===== src/rtl/edc_pkg.sv =====
// Shared definitions for the SEC-DED read-path checker: check-width lookup,
// Hsiao H-matrix generation and the syndrome classification enum.
package edc_pkg;

  localparam int unsigned MAX_DATA_W = 64;
  localparam int unsigned MAX_CHK_W  = 8;

  // One H column (check-bit pattern) per data bit; unused entries are zero.
  typedef logic [MAX_DATA_W-1:0][MAX_CHK_W-1:0] h_matrix_t;

  typedef enum logic [1:0] {
    CLEAN,
    CE_DATA,
    CE_CHK,
    UE
  } syn_class_e;

  function automatic int unsigned chk_w(input int unsigned data_w);
    case (data_w)
      16:      return 6;
      64:      return 8;
      default: return 7;
    endcase
  endfunction

  function automatic int unsigned ones8(input logic [7:0] v);
    int unsigned n;
    n = 0;
    for (int unsigned b = 0; b < 8; b++) begin
      if (v[b]) n++;
    end
    return n;
  endfunction

  // Data columns: every weight-3 pattern in ascending value, then weight-5,
  // and so on, until DATA_W distinct odd-weight (>=3) columns are assigned.
  function automatic h_matrix_t h_matrix(input int unsigned data_w);
    h_matrix_t   m;
    int unsigned n;
    int unsigned cw;
    m  = '0;
    n  = 0;
    cw = chk_w(data_w);
    for (int unsigned w = 3; w <= cw; w += 2) begin
      for (int unsigned v = 0; v < (32'd1 << cw); v++) begin
        if (ones8(8'(v)) == w && n < data_w) begin
          m[n] = 8'(v);
          n++;
        end
      end
    end
    return m;
  endfunction

  function automatic logic [MAX_CHK_W-1:0] h_col(input int unsigned data_w,
                                                 input int unsigned idx);
    h_matrix_t m;
    m = h_matrix(data_w);
    return m[idx];
  endfunction

endpackage


===== src/rtl/edc_check_pipe_if.sv =====
// Bus bundle for edc_check_pipe: input/output streams, scrub port and status.
interface edc_check_pipe_if #(
  parameter int unsigned DATA_W = 32,
  parameter int unsigned ADDR_W = 32,
  parameter int unsigned CNT_W  = 16
);
  localparam int unsigned CHK_W = edc_pkg::chk_w(DATA_W);

  logic              edc_en;
  logic              in_valid;
  logic              in_ready;
  logic [ADDR_W-1:0] in_addr;
  logic [DATA_W-1:0] in_data;
  logic [CHK_W-1:0]  in_chk;
  logic              out_valid;
  logic              out_ready;
  logic [DATA_W-1:0] out_data;
  logic              out_ce;
  logic              out_ue;
  logic              scrub_req;
  logic              scrub_ack;
  logic [ADDR_W-1:0] scrub_addr;
  logic [DATA_W-1:0] scrub_data;
  logic [CHK_W-1:0]  scrub_chk;
  logic [CNT_W-1:0]  ce_cnt;
  logic [CNT_W-1:0]  ue_cnt;
  logic              log_valid;
  logic [ADDR_W-1:0] log_addr;
  logic              log_ue;
  logic              scrub_ovf;
  logic              clr;

  modport master (
    output edc_en, in_valid, in_addr, in_data, in_chk, out_ready, scrub_ack, clr,
    input  in_ready, out_valid, out_data, out_ce, out_ue, scrub_req, scrub_addr,
           scrub_data, scrub_chk, ce_cnt, ue_cnt, log_valid, log_addr, log_ue, scrub_ovf
  );

  modport slave (
    input  edc_en, in_valid, in_addr, in_data, in_chk, out_ready, scrub_ack, clr,
    output in_ready, out_valid, out_data, out_ce, out_ue, scrub_req, scrub_addr,
           scrub_data, scrub_chk, ce_cnt, ue_cnt, log_valid, log_addr, log_ue, scrub_ovf
  );
endinterface


===== src/rtl/edc_encode.sv =====
// Combinational Hsiao check-bit generator for a DATA_W-bit word.
module edc_encode
  import edc_pkg::*;
#(
  parameter int unsigned DATA_W = 32
) (
  input  logic [DATA_W-1:0]        data_i,
  output logic [chk_w(DATA_W)-1:0] chk_o
);
  localparam int unsigned CHK_W = chk_w(DATA_W);
  localparam h_matrix_t   H     = h_matrix(DATA_W);

  // Each check bit is the parity of the data bits whose column has that row set.
  always_comb begin
    chk_o = '0;
    for (int unsigned i = 0; i < DATA_W; i++) begin
      for (int unsigned j = 0; j < CHK_W; j++) begin
        if (H[i][j]) chk_o[j] = chk_o[j] ^ data_i[i];
      end
    end
  end
endmodule


===== src/rtl/edc_check_pipe.sv =====
// Two-stage SEC-DED check/correct for the memory read return path, with
// saturating error counters, first-error log and a one-entry scrub request.
module edc_check_pipe
  import edc_pkg::*;
#(
  parameter int unsigned DATA_W = 32,
  parameter int unsigned ADDR_W = 32,
  parameter int unsigned CNT_W  = 16
) (
  input logic             i_clk,
  input logic             i_rst_n,
  edc_check_pipe_if.slave bus
);
  localparam int unsigned CHK_W = chk_w(DATA_W);
  localparam h_matrix_t   H     = h_matrix(DATA_W);

  logic [CHK_W-1:0]  enc_chk, syn_in;
  logic              in_ready, s2_ready, xfer_out, ce_evt, ue_evt;
  logic              v1_q, byp1_q;
  logic [ADDR_W-1:0] addr1_q;
  logic [DATA_W-1:0] data1_q;
  logic [CHK_W-1:0]  syn1_q;
  logic              v2_q, ce2_q, ue2_q;
  logic [ADDR_W-1:0] addr2_q;
  logic [DATA_W-1:0] data2_q;
  syn_class_e        dec_class;
  logic [DATA_W-1:0] dec_data;
  logic              dec_ce, dec_ue;
  logic [CNT_W-1:0]  ce_cnt_q, ce_cnt_d, ue_cnt_q, ue_cnt_d;
  logic              log_valid_q, log_valid_d, log_ue_q, log_ue_d;
  logic [ADDR_W-1:0] log_addr_q, log_addr_d, scrub_addr_q, scrub_addr_d;
  logic [DATA_W-1:0] scrub_data_q, scrub_data_d;
  logic              scrub_req_q, scrub_req_d, scrub_ovf_q, scrub_ovf_d;

  edc_encode #(.DATA_W(DATA_W)) u_enc_syn (.data_i(bus.in_data), .chk_o(enc_chk));
  assign syn_in = enc_chk ^ bus.in_chk;

  assign s2_ready = ~v2_q | bus.out_ready;
  assign in_ready = ~v1_q | s2_ready;
  assign xfer_out = v2_q & bus.out_ready;
  assign ce_evt   = xfer_out & ce2_q;
  assign ue_evt   = xfer_out & ue2_q;

  // Stage 1: capture address, raw data, syndrome and the bypass mode.
  always_ff @(posedge i_clk) begin
    if (!i_rst_n) begin
      v1_q    <= 1'b0;
      byp1_q  <= 1'b0;
      addr1_q <= '0;
      data1_q <= '0;
      syn1_q  <= '0;
    end else if (in_ready) begin
      v1_q <= bus.in_valid;
      if (bus.in_valid) begin
        byp1_q  <= ~bus.edc_en;
        addr1_q <= bus.in_addr;
        data1_q <= bus.in_data;
        syn1_q  <= syn_in;
      end
    end
  end

  // Classify the syndrome and flip the data bit whose column it matches.
  always_comb begin
    dec_class = CLEAN;
    dec_data  = data1_q;
    if (syn1_q != '0) begin
      dec_class = $onehot(syn1_q) ? CE_CHK : UE;
      for (int unsigned i = 0; i < DATA_W; i++) begin
        if (H[i] == MAX_CHK_W'(syn1_q)) begin
          dec_data[i] = ~data1_q[i];
          dec_class   = CE_DATA;
        end
      end
    end
  end

  assign dec_ce = ~byp1_q & ((dec_class == CE_DATA) | (dec_class == CE_CHK));
  assign dec_ue = ~byp1_q & (dec_class == UE);

  // Stage 2: hold the corrected word until downstream takes it.
  always_ff @(posedge i_clk) begin
    if (!i_rst_n) begin
      v2_q    <= 1'b0;
      ce2_q   <= 1'b0;
      ue2_q   <= 1'b0;
      addr2_q <= '0;
      data2_q <= '0;
    end else if (s2_ready) begin
      v2_q <= v1_q;
      if (v1_q) begin
        ce2_q   <= dec_ce;
        ue2_q   <= dec_ue;
        addr2_q <= addr1_q;
        data2_q <= byp1_q ? data1_q : dec_data;
      end
    end
  end

  // Counters, log and scrub slot react to words leaving stage 2; clear wins.
  always_comb begin
    ce_cnt_d     = ce_cnt_q;
    ue_cnt_d     = ue_cnt_q;
    log_valid_d  = log_valid_q;
    log_addr_d   = log_addr_q;
    log_ue_d     = log_ue_q;
    scrub_req_d  = scrub_req_q;
    scrub_addr_d = scrub_addr_q;
    scrub_data_d = scrub_data_q;
    scrub_ovf_d  = scrub_ovf_q;
    if (ce_evt && ce_cnt_q != '1) ce_cnt_d = ce_cnt_q + 1'b1;
    if (ue_evt && ue_cnt_q != '1) ue_cnt_d = ue_cnt_q + 1'b1;
    if (!log_valid_q && (ce_evt || ue_evt)) begin
      log_valid_d = 1'b1;
      log_addr_d  = addr2_q;
      log_ue_d    = ue2_q;
    end
    if (bus.scrub_ack) scrub_req_d = 1'b0;
    // An ack in the same cycle frees the slot, so the new scrub may reload it.
    if (ce_evt) begin
      if (!scrub_req_q || bus.scrub_ack) begin
        scrub_req_d  = 1'b1;
        scrub_addr_d = addr2_q;
        scrub_data_d = data2_q;
      end else begin
        scrub_ovf_d = 1'b1;
      end
    end
    if (bus.clr) begin
      ce_cnt_d    = '0;
      ue_cnt_d    = '0;
      log_valid_d = 1'b0;
      log_addr_d  = '0;
      log_ue_d    = 1'b0;
      scrub_ovf_d = 1'b0;
    end
  end

  // Status and scrub registers.
  always_ff @(posedge i_clk) begin
    if (!i_rst_n) begin
      ce_cnt_q     <= '0;
      ue_cnt_q     <= '0;
      log_valid_q  <= 1'b0;
      log_addr_q   <= '0;
      log_ue_q     <= 1'b0;
      scrub_req_q  <= 1'b0;
      scrub_addr_q <= '0;
      scrub_data_q <= '0;
      scrub_ovf_q  <= 1'b0;
    end else begin
      ce_cnt_q     <= ce_cnt_d;
      ue_cnt_q     <= ue_cnt_d;
      log_valid_q  <= log_valid_d;
      log_addr_q   <= log_addr_d;
      log_ue_q     <= log_ue_d;
      scrub_req_q  <= scrub_req_d;
      scrub_addr_q <= scrub_addr_d;
      scrub_data_q <= scrub_data_d;
      scrub_ovf_q  <= scrub_ovf_d;
    end
  end

  edc_encode #(.DATA_W(DATA_W)) u_enc_scrub (.data_i(scrub_data_q), .chk_o(bus.scrub_chk));

  assign bus.in_ready   = in_ready;
  assign bus.out_valid  = v2_q;
  assign bus.out_data   = data2_q;
  assign bus.out_ce     = ce2_q;
  assign bus.out_ue     = ue2_q;
  assign bus.scrub_req  = scrub_req_q;
  assign bus.scrub_addr = scrub_addr_q;
  assign bus.scrub_data = scrub_data_q;
  assign bus.ce_cnt     = ce_cnt_q;
  assign bus.ue_cnt     = ue_cnt_q;
  assign bus.log_valid  = log_valid_q;
  assign bus.log_addr   = log_addr_q;
  assign bus.log_ue     = log_ue_q;
  assign bus.scrub_ovf  = scrub_ovf_q;
endmodule


===== src/flat_wrapper.sv =====
// flat-port wrapper written by rule: the top's interface ports become plain ports
module edc_check_pipe_flat import edc_pkg::*;
#(
  parameter int unsigned DATA_W = 32,
  parameter int unsigned ADDR_W = 32,
  parameter int unsigned CNT_W  = 16
)
  (i_clk, i_rst_n, bus_edc_en, bus_in_valid, bus_in_addr, bus_in_data, bus_in_chk, bus_out_ready, bus_scrub_ack, bus_clr, bus_in_ready, bus_out_valid, bus_out_data, bus_out_ce, bus_out_ue, bus_scrub_req, bus_scrub_addr, bus_scrub_data, bus_scrub_chk, bus_ce_cnt, bus_ue_cnt, bus_log_valid, bus_log_addr, bus_log_ue, bus_scrub_ovf);
  edc_check_pipe_if #(.DATA_W(DATA_W), .ADDR_W(ADDR_W), .CNT_W(CNT_W)) bus_i ();
  input logic i_clk;
  input logic i_rst_n;
  input wire logic [$bits(bus_i.edc_en)-1:0] bus_edc_en;
  input wire logic [$bits(bus_i.in_valid)-1:0] bus_in_valid;
  input wire logic [$bits(bus_i.in_addr)-1:0] bus_in_addr;
  input wire logic [$bits(bus_i.in_data)-1:0] bus_in_data;
  input wire logic [$bits(bus_i.in_chk)-1:0] bus_in_chk;
  input wire logic [$bits(bus_i.out_ready)-1:0] bus_out_ready;
  input wire logic [$bits(bus_i.scrub_ack)-1:0] bus_scrub_ack;
  input wire logic [$bits(bus_i.clr)-1:0] bus_clr;
  output wire logic [$bits(bus_i.in_ready)-1:0] bus_in_ready;
  output wire logic [$bits(bus_i.out_valid)-1:0] bus_out_valid;
  output wire logic [$bits(bus_i.out_data)-1:0] bus_out_data;
  output wire logic [$bits(bus_i.out_ce)-1:0] bus_out_ce;
  output wire logic [$bits(bus_i.out_ue)-1:0] bus_out_ue;
  output wire logic [$bits(bus_i.scrub_req)-1:0] bus_scrub_req;
  output wire logic [$bits(bus_i.scrub_addr)-1:0] bus_scrub_addr;
  output wire logic [$bits(bus_i.scrub_data)-1:0] bus_scrub_data;
  output wire logic [$bits(bus_i.scrub_chk)-1:0] bus_scrub_chk;
  output wire logic [$bits(bus_i.ce_cnt)-1:0] bus_ce_cnt;
  output wire logic [$bits(bus_i.ue_cnt)-1:0] bus_ue_cnt;
  output wire logic [$bits(bus_i.log_valid)-1:0] bus_log_valid;
  output wire logic [$bits(bus_i.log_addr)-1:0] bus_log_addr;
  output wire logic [$bits(bus_i.log_ue)-1:0] bus_log_ue;
  output wire logic [$bits(bus_i.scrub_ovf)-1:0] bus_scrub_ovf;
  assign bus_i.edc_en = bus_edc_en;
  assign bus_i.in_valid = bus_in_valid;
  assign bus_i.in_addr = bus_in_addr;
  assign bus_i.in_data = bus_in_data;
  assign bus_i.in_chk = bus_in_chk;
  assign bus_i.out_ready = bus_out_ready;
  assign bus_i.scrub_ack = bus_scrub_ack;
  assign bus_i.clr = bus_clr;
  assign bus_in_ready = bus_i.in_ready;
  assign bus_out_valid = bus_i.out_valid;
  assign bus_out_data = bus_i.out_data;
  assign bus_out_ce = bus_i.out_ce;
  assign bus_out_ue = bus_i.out_ue;
  assign bus_scrub_req = bus_i.scrub_req;
  assign bus_scrub_addr = bus_i.scrub_addr;
  assign bus_scrub_data = bus_i.scrub_data;
  assign bus_scrub_chk = bus_i.scrub_chk;
  assign bus_ce_cnt = bus_i.ce_cnt;
  assign bus_ue_cnt = bus_i.ue_cnt;
  assign bus_log_valid = bus_i.log_valid;
  assign bus_log_addr = bus_i.log_addr;
  assign bus_log_ue = bus_i.log_ue;
  assign bus_scrub_ovf = bus_i.scrub_ovf;
  edc_check_pipe #(.DATA_W(DATA_W), .ADDR_W(ADDR_W), .CNT_W(CNT_W)) u_core (.i_clk(i_clk), .i_rst_n(i_rst_n), .bus(bus_i));
endmodule

===== config.mk =====
export PLATFORM = sky130hd
export DESIGN_NAME = edc_check_pipe_flat
export DESIGN_NICKNAME = d
export VERILOG_FILES = /design/src/rtl/edc_pkg.sv /design/src/rtl/edc_check_pipe_if.sv /design/src/rtl/edc_encode.sv /design/src/rtl/edc_check_pipe.sv /design/src/flat_wrapper.sv
export SDC_FILE = /design/constraint.sdc
export NUM_CORES = 1
export LEC_CHECK = 0
export CORE_MARGIN = 5
export CORE_UTILIZATION = 45
export CTS_BUF_LIST = sky130_fd_sc_hd__clkbuf_4 sky130_fd_sc_hd__clkbuf_8
export DETAILED_ROUTE_END_ITERATION = 16
export PLACE_DENSITY = 0.72
export SYNTH_ARGS = -nofsm -noshare
export SYNTH_HDL_FRONTEND = slang
export SYNTH_HIERARCHICAL = 1
export SYNTH_SLANG_ARGS = --single-unit

===== constraint.sdc =====
create_clock -name i_clk -period 4.75 [get_ports i_clk]
set_clock_uncertainty 0.15 [all_clocks]
set_input_delay 0.95 -clock i_clk [delete_from_list [all_inputs] [get_ports i_clk]]
set_output_delay 0.95 -clock i_clk [all_outputs]
set_load 0.03 [all_outputs]

After elaboration in Yosys (flattened, before gate mapping)
Cells that the tools add are included.

storage, ports and cells
  input bits = 78
  bits in registers = 272
  output and inout bits = 175

cells by class
  muxes and demuxes = 71
  add/sub/neg operators = 8
  bitwise operators = 223
  reduce and logical (&&, ||, !) cells = 13
  eq/ne operators = 38

operators with widths
  kind                   number
  $xor 1x1->1            176
  $eq 7x7->1 const A     12
  $eq 6x7->1 const A     10
  $mux 2                 33
  $mux 32                2
  $eq 5x7->1 const A     6
  $not 1->1              38
  $mux 1                 36
  $add 16x1->16 const B  2
  $ne 16x16->1 const B   2
  $eq 4x7->1 const A     3
  $reduce_and 2->1       4
  $eq 3x7->1 const A     1
  $reduce_bool 7->1      1
  $xor 7x7->7            1
  $add 1x1->2            3
  $add 3x3->3            2
  $and 1x1->1            5
  $eq 2x2->1 const B     2
  $add 3x1->3            1
  $eq 3x1->1 const B     1
  $logic_and 1x1->1      3
  $or 1x1->1             3
  $eq 2x1->1 const B     1
  other kinds (3)        5

Logic depth before layout (Yosys ltp)
  word-level depth = 41
  mapped depth = 14
  depth with buffers taken out = 12

Hierarchy
Netlist, hierarchy kept.

by module, submodules not included
  module          times used  area each (sq um)  cells each
  edc_check_pipe  1           10810.4            1357
  edc_encode      2           658.1              51

Worst setup path after synthesis
No wires, ideal clock.

  kind = flip-flop to flip-flop
  from = register u_core.syn1_q[3]
  to = register u_core.ce2_q (netlist: u_core/bus.out_ce)
  setup slack = 0.818 ns
  buffers on the path = 2
  clock period less this slack = 3.932 ns
  setup time = 0.133 ns
  data arrival time = 3.650 ns
  stages on the path, launching flop included = 15
  cells stage by stage = dfxtp_1 > clkbuf_1 > buf_2 > inv_1 > fa_1 > fa_1 > fa_1 > inv_1 > fa_1 > or3_1 > a211oi_1 > a21oi_1 > ha_1 > nand3b_1 > a21oi_1

between the ends
  longest elaborated chain between the ends = 41

ends and longest elaborated chain
  item                                            line                  text
  start: declaration                              edc_check_pipe.sv:22  logic [CHK_W-1:0] syn1_q;
  start signal: assignment                        edc_check_pipe.sv:58  syn1_q <= syn_in;
  $add 1x1->2 (not written as such)               edc_check_pipe.sv:68  dec_class = $onehot(syn1_q) ? CE_CHK : UE;
  $add 3x3->3 (not written as such) (2 in a row)  edc_check_pipe.sv:68
  $eq 3x1->1                                      edc_check_pipe.sv:68
  $mux 1                                          edc_check_pipe.sv:68
  $mux 2 (32 in a row)                            edc_check_pipe.sv:70  if (H[i] == MAX_CHK_W'(syn1_q)) begin
  $mux 2 (*)                                      edc_check_pipe.sv:67  if (syn1_q != '0) begin
  $eq 2x1->1 or $eq 2x2->1 (tied branches)        edc_check_pipe.sv:78  assign dec_ce = ~byp1_q & ((dec_class == CE_DATA) | (dec_class == CE_CHK));
  $or 1x1->1 (*)                                  edc_check_pipe.sv:78
  $and 1x1->1 (*)                                 edc_check_pipe.sv:78
  end signal: assignment                          edc_check_pipe.sv:85  ce2_q <= 1'b0;
  end signal: assignment                          edc_check_pipe.sv:92  ce2_q <= dec_ce;
  end: declaration                                edc_check_pipe.sv:23  logic v2_q, ce2_q, ue2_q;

Every way passes the cells marked *; elsewhere a longest branch is shown, timed or not.
A chain may end at the register's enable or synchronous reset.

Final worst setup path
Same ends and word-level chain as after synthesis.

==> reports/results.tsv <==
metric	value	unit
Routed WL	35080	µm
port bufs	252	
final hold violations	0	
synthesis-to-layout area growth	30.21	%
placed standard-cell area	14850	µm²
fmax	0.2406	GHz
unrepaired setup endpoints after global routing	no	
ANT nets after route	0	
core area	26730	µm²
Synth Area in XOR/XNOR	0.1447	
Post-CTS Setup Bufs	0	
total track usage	0.2213	
CTS Buf Count	44	
Fin Setup TNS	0	ns
Synth Area in Compound Gates	0.1385	
crit end category	flip-flop	
CP startpoint kind	flip-flop	
register area share after synthesis	0.4490	
VDD IR max	0.1731	mV
Worst-Skew Late Latency	0.54	ns
placed insts	1970	
Relative slew margins	0.2086	
Netlist Area Pre-Place	12130	µm²
nets@finish	1764	
prevailing post-synth register cell	dfxtp_1	
Pwr Density	347.3	nW/µm²
first-pass GRT wire length	55370	µm
TritonCTS clock tree	built	
pre-CTS setup slack	0.6201	ns
Distinct cells, synth	56	
vias	10770	
final setup margin	0.5943	ns
Die W	174.2	µm
Clock Path Buffers	3	
number of flops mapped to enable cells by yosys	0	
die area	30330	µm²
antenna violations before repair	0	
Most Frequent Cell on Critical Path	fa_1	
Pre-antenna DRT Iters	5	
final instance area	15790	µm²
Synth warnings	6	
htree depth	2	
#FFs+latches synth	272	
Sink Count	272	
outcome	finished, final reports clean	
final hold slack	0.2946	ns
proportion of synthesized area in mux cells	0.002476	
final design utilization	0.5908	
Period Utilization, post-route	0.8749	
# Max-Cap Violations	0	
Non-Filler Instances	2046	
top-level I/O count	253	
overall power	5.483	mW
post-synthesis adder-cell area fraction	0.01383	
CTS resizes	0	
# diodes	0	
DR WL/cell	17.14	µm
most common cell after layout, fill and taps aside	nand2_1	
CP required	4.98	ns
Net Count, Synth	1548	
Tmin final	4.156	ns
Initial Utilization	0.4537	
Residual DRC	0	
launch point of the worst path	u_core/syn1_q[3]	
CP Max Fanout	24	
Site Rows	60	
CP Data Arrival Time	4.39	ns
critical-path cell list	inv_1, fa_1, fa_1, fa_1, inv_1, fa_1, or3_1, a211oi_1, a21oi_1, ha_1, nand3b_1, a21oi_1	
hold buffer count at cts	0	
Slowest cell on crit path	dfxtp_1	
final RePlAce weighted congestion	0.8568	
most frequent cells in the layout	nand2_1, dfxtp_1, clkdlybuf4s50_1	
largest net degree at the start of global routing	111	
clk slew on worst S/H paths	0.06	ns
Leak Pwr	5.561	nW
vias in the first global route	10010	
Post-Synthesis Cells	1459	
Hold WC Path Type	flip-flop to flip-flop	
ys async rst share	0	
post-synthesis simple-gate area fraction	0.2158	
Syn Area/Cell	8.312	µm²
detailed placement HPWL	25040	µm
share of layout cells above drive strength 1	0.06276	
drt via density	5.264	
root buffer cell	clkbuf_8	
combinational family with the most area after synthesis	simple AND/OR/NAND/NOR gates	
type of the worst setup path	flip-flop to flip-flop	
initial drt markers	668	
min-delay src	u_core/addr1_q[14]	
Final Slew Violations	0	
GRT overflow	0	
Worst Tran Pin Value	1.187	ns
CP max stage delay	0.79	ns
Final Setup Violations	0	
FF-to-FF Start	u_core/syn1_q[3]	
die height	174.2	µm
synthesized netlist by cell type, types with 2 or more instances:
cell type  number  area [µm²]
and3_1          3       18.77
o311a_1         2       20.02
nor3b_1         2       15.01
xor2_1         34       297.8
nor4b_1         4       35.03
o2111ai_1       2       17.52
nand3b_1        7       52.55
or3_1          21       131.4
mux2i_1         3       30.03
o31ai_1         2       15.01
o21ai_0        28       140.1
nor3_1         15       75.07
dfxtp_1       272        5445
o32ai_1         2       17.52
xnor3_4         2       52.55
and4_1          5       43.79
nor2b_1         7       43.79
nand2_1       414        1554
clkbuf_1       85       319.1
buf_6           2       22.52
a211oi_1       23       172.7
a2111oi_0       2       17.52
a21oi_1       217        1086
nand4_1        14       87.58
and2_1          4       25.02
fa_1            4       80.08
and3b_1         2       17.52
buf_2           4       20.02
inv_1          10       37.54
ha_1            7       87.58
nand3_1        14       70.07
a311oi_1       15       131.4
nor2_1         77       289.0
buf_1           6       22.52
nor4_1          6       37.54
xnor2_1        88       770.7
o21a_1          2       15.01
xnor3_2         2       47.55
nand2b_1        8       50.05
xnor3_1        26       585.6
final timing paths:
path,endpoint,slack (ns),depth (start not counted)
worst min register to register,u_core/addr2_q[14],0.29,2
worst max-delay path,u_core/bus.out_ce,0.59,12
worst min-delay path,u_core/addr2_q[14],0.29,2
worst max register to register,u_core/bus.out_ce,0.59,12
worst max-delay path: cells and delay by family (launching register included):
kind | cells | cell delay, ns
AOI/OAI and AO/OA | 3 | 0.33
buffers and inverters | 2 | 0.24
DFF | 1 | 0.79
adders and majority gates | 5 | 2.03
and+or+nand+nor | 2 | 0.45
cell type report:
| type | count | area (µm²) |
|---|---|---|
| clock inverters | 7 | 91.34 |
| inverters | 11 | 46.29 |
| repair buffers | 268 | 2655 |
| fillers | 2402 | 10940 |
| well taps | 341 | 426.7 |
| flip-flops and latches | 272 | 5445 |
| clock buffers | 69 | 849.6 |
| multi-input cells | 1078 | 6276 |
registers in the layout (all words and copies together) (netlist names), 7 cells and up:
register	flops
u_core/addr2_q	32
u_core/data1_q	32
u_core/bus.scrub_data	32
u_core/bus.out_data	32
u_core/bus.ce_cnt	16
u_core/bus.log_addr	32
u_core/syn1_q	7
u_core/addr1_q	32
u_core/bus.ue_cnt	16
u_core/bus.scrub_addr	32
routing by layer:
metal / up-vias / GRT usage / share of wire
met5: - / 0 / 0
li1: 5313 / - / -
met4: 0 / 0.06467 / 0.022
met1: 5047 / 0.3052 / 0.44
met2: 355 / 0.3583 / 0.47
met3: 56 / 0.03893 / 0.061
cells by family after synthesis:
| logic type | Yosys count |
|---|---|
| AO/OA/AOI/OAI | 301 |
| XOR/XNOR | 152 |
| adder cells (fa/ha/maj) | 11 |
| buffers and inverters | 109 |
| flip-flops | 272 |
| multiplexers | 3 |
| AND/OR/NAND/NOR | 611 |
report_power, final:
part | internal [mW] | switching, mW
Sequential | 2.36 | 0.102
Combinational | 0.405 | 0.476
Clock | 1.24 | 0.899
Note: power is estimated with default switching activity, not from simulation.
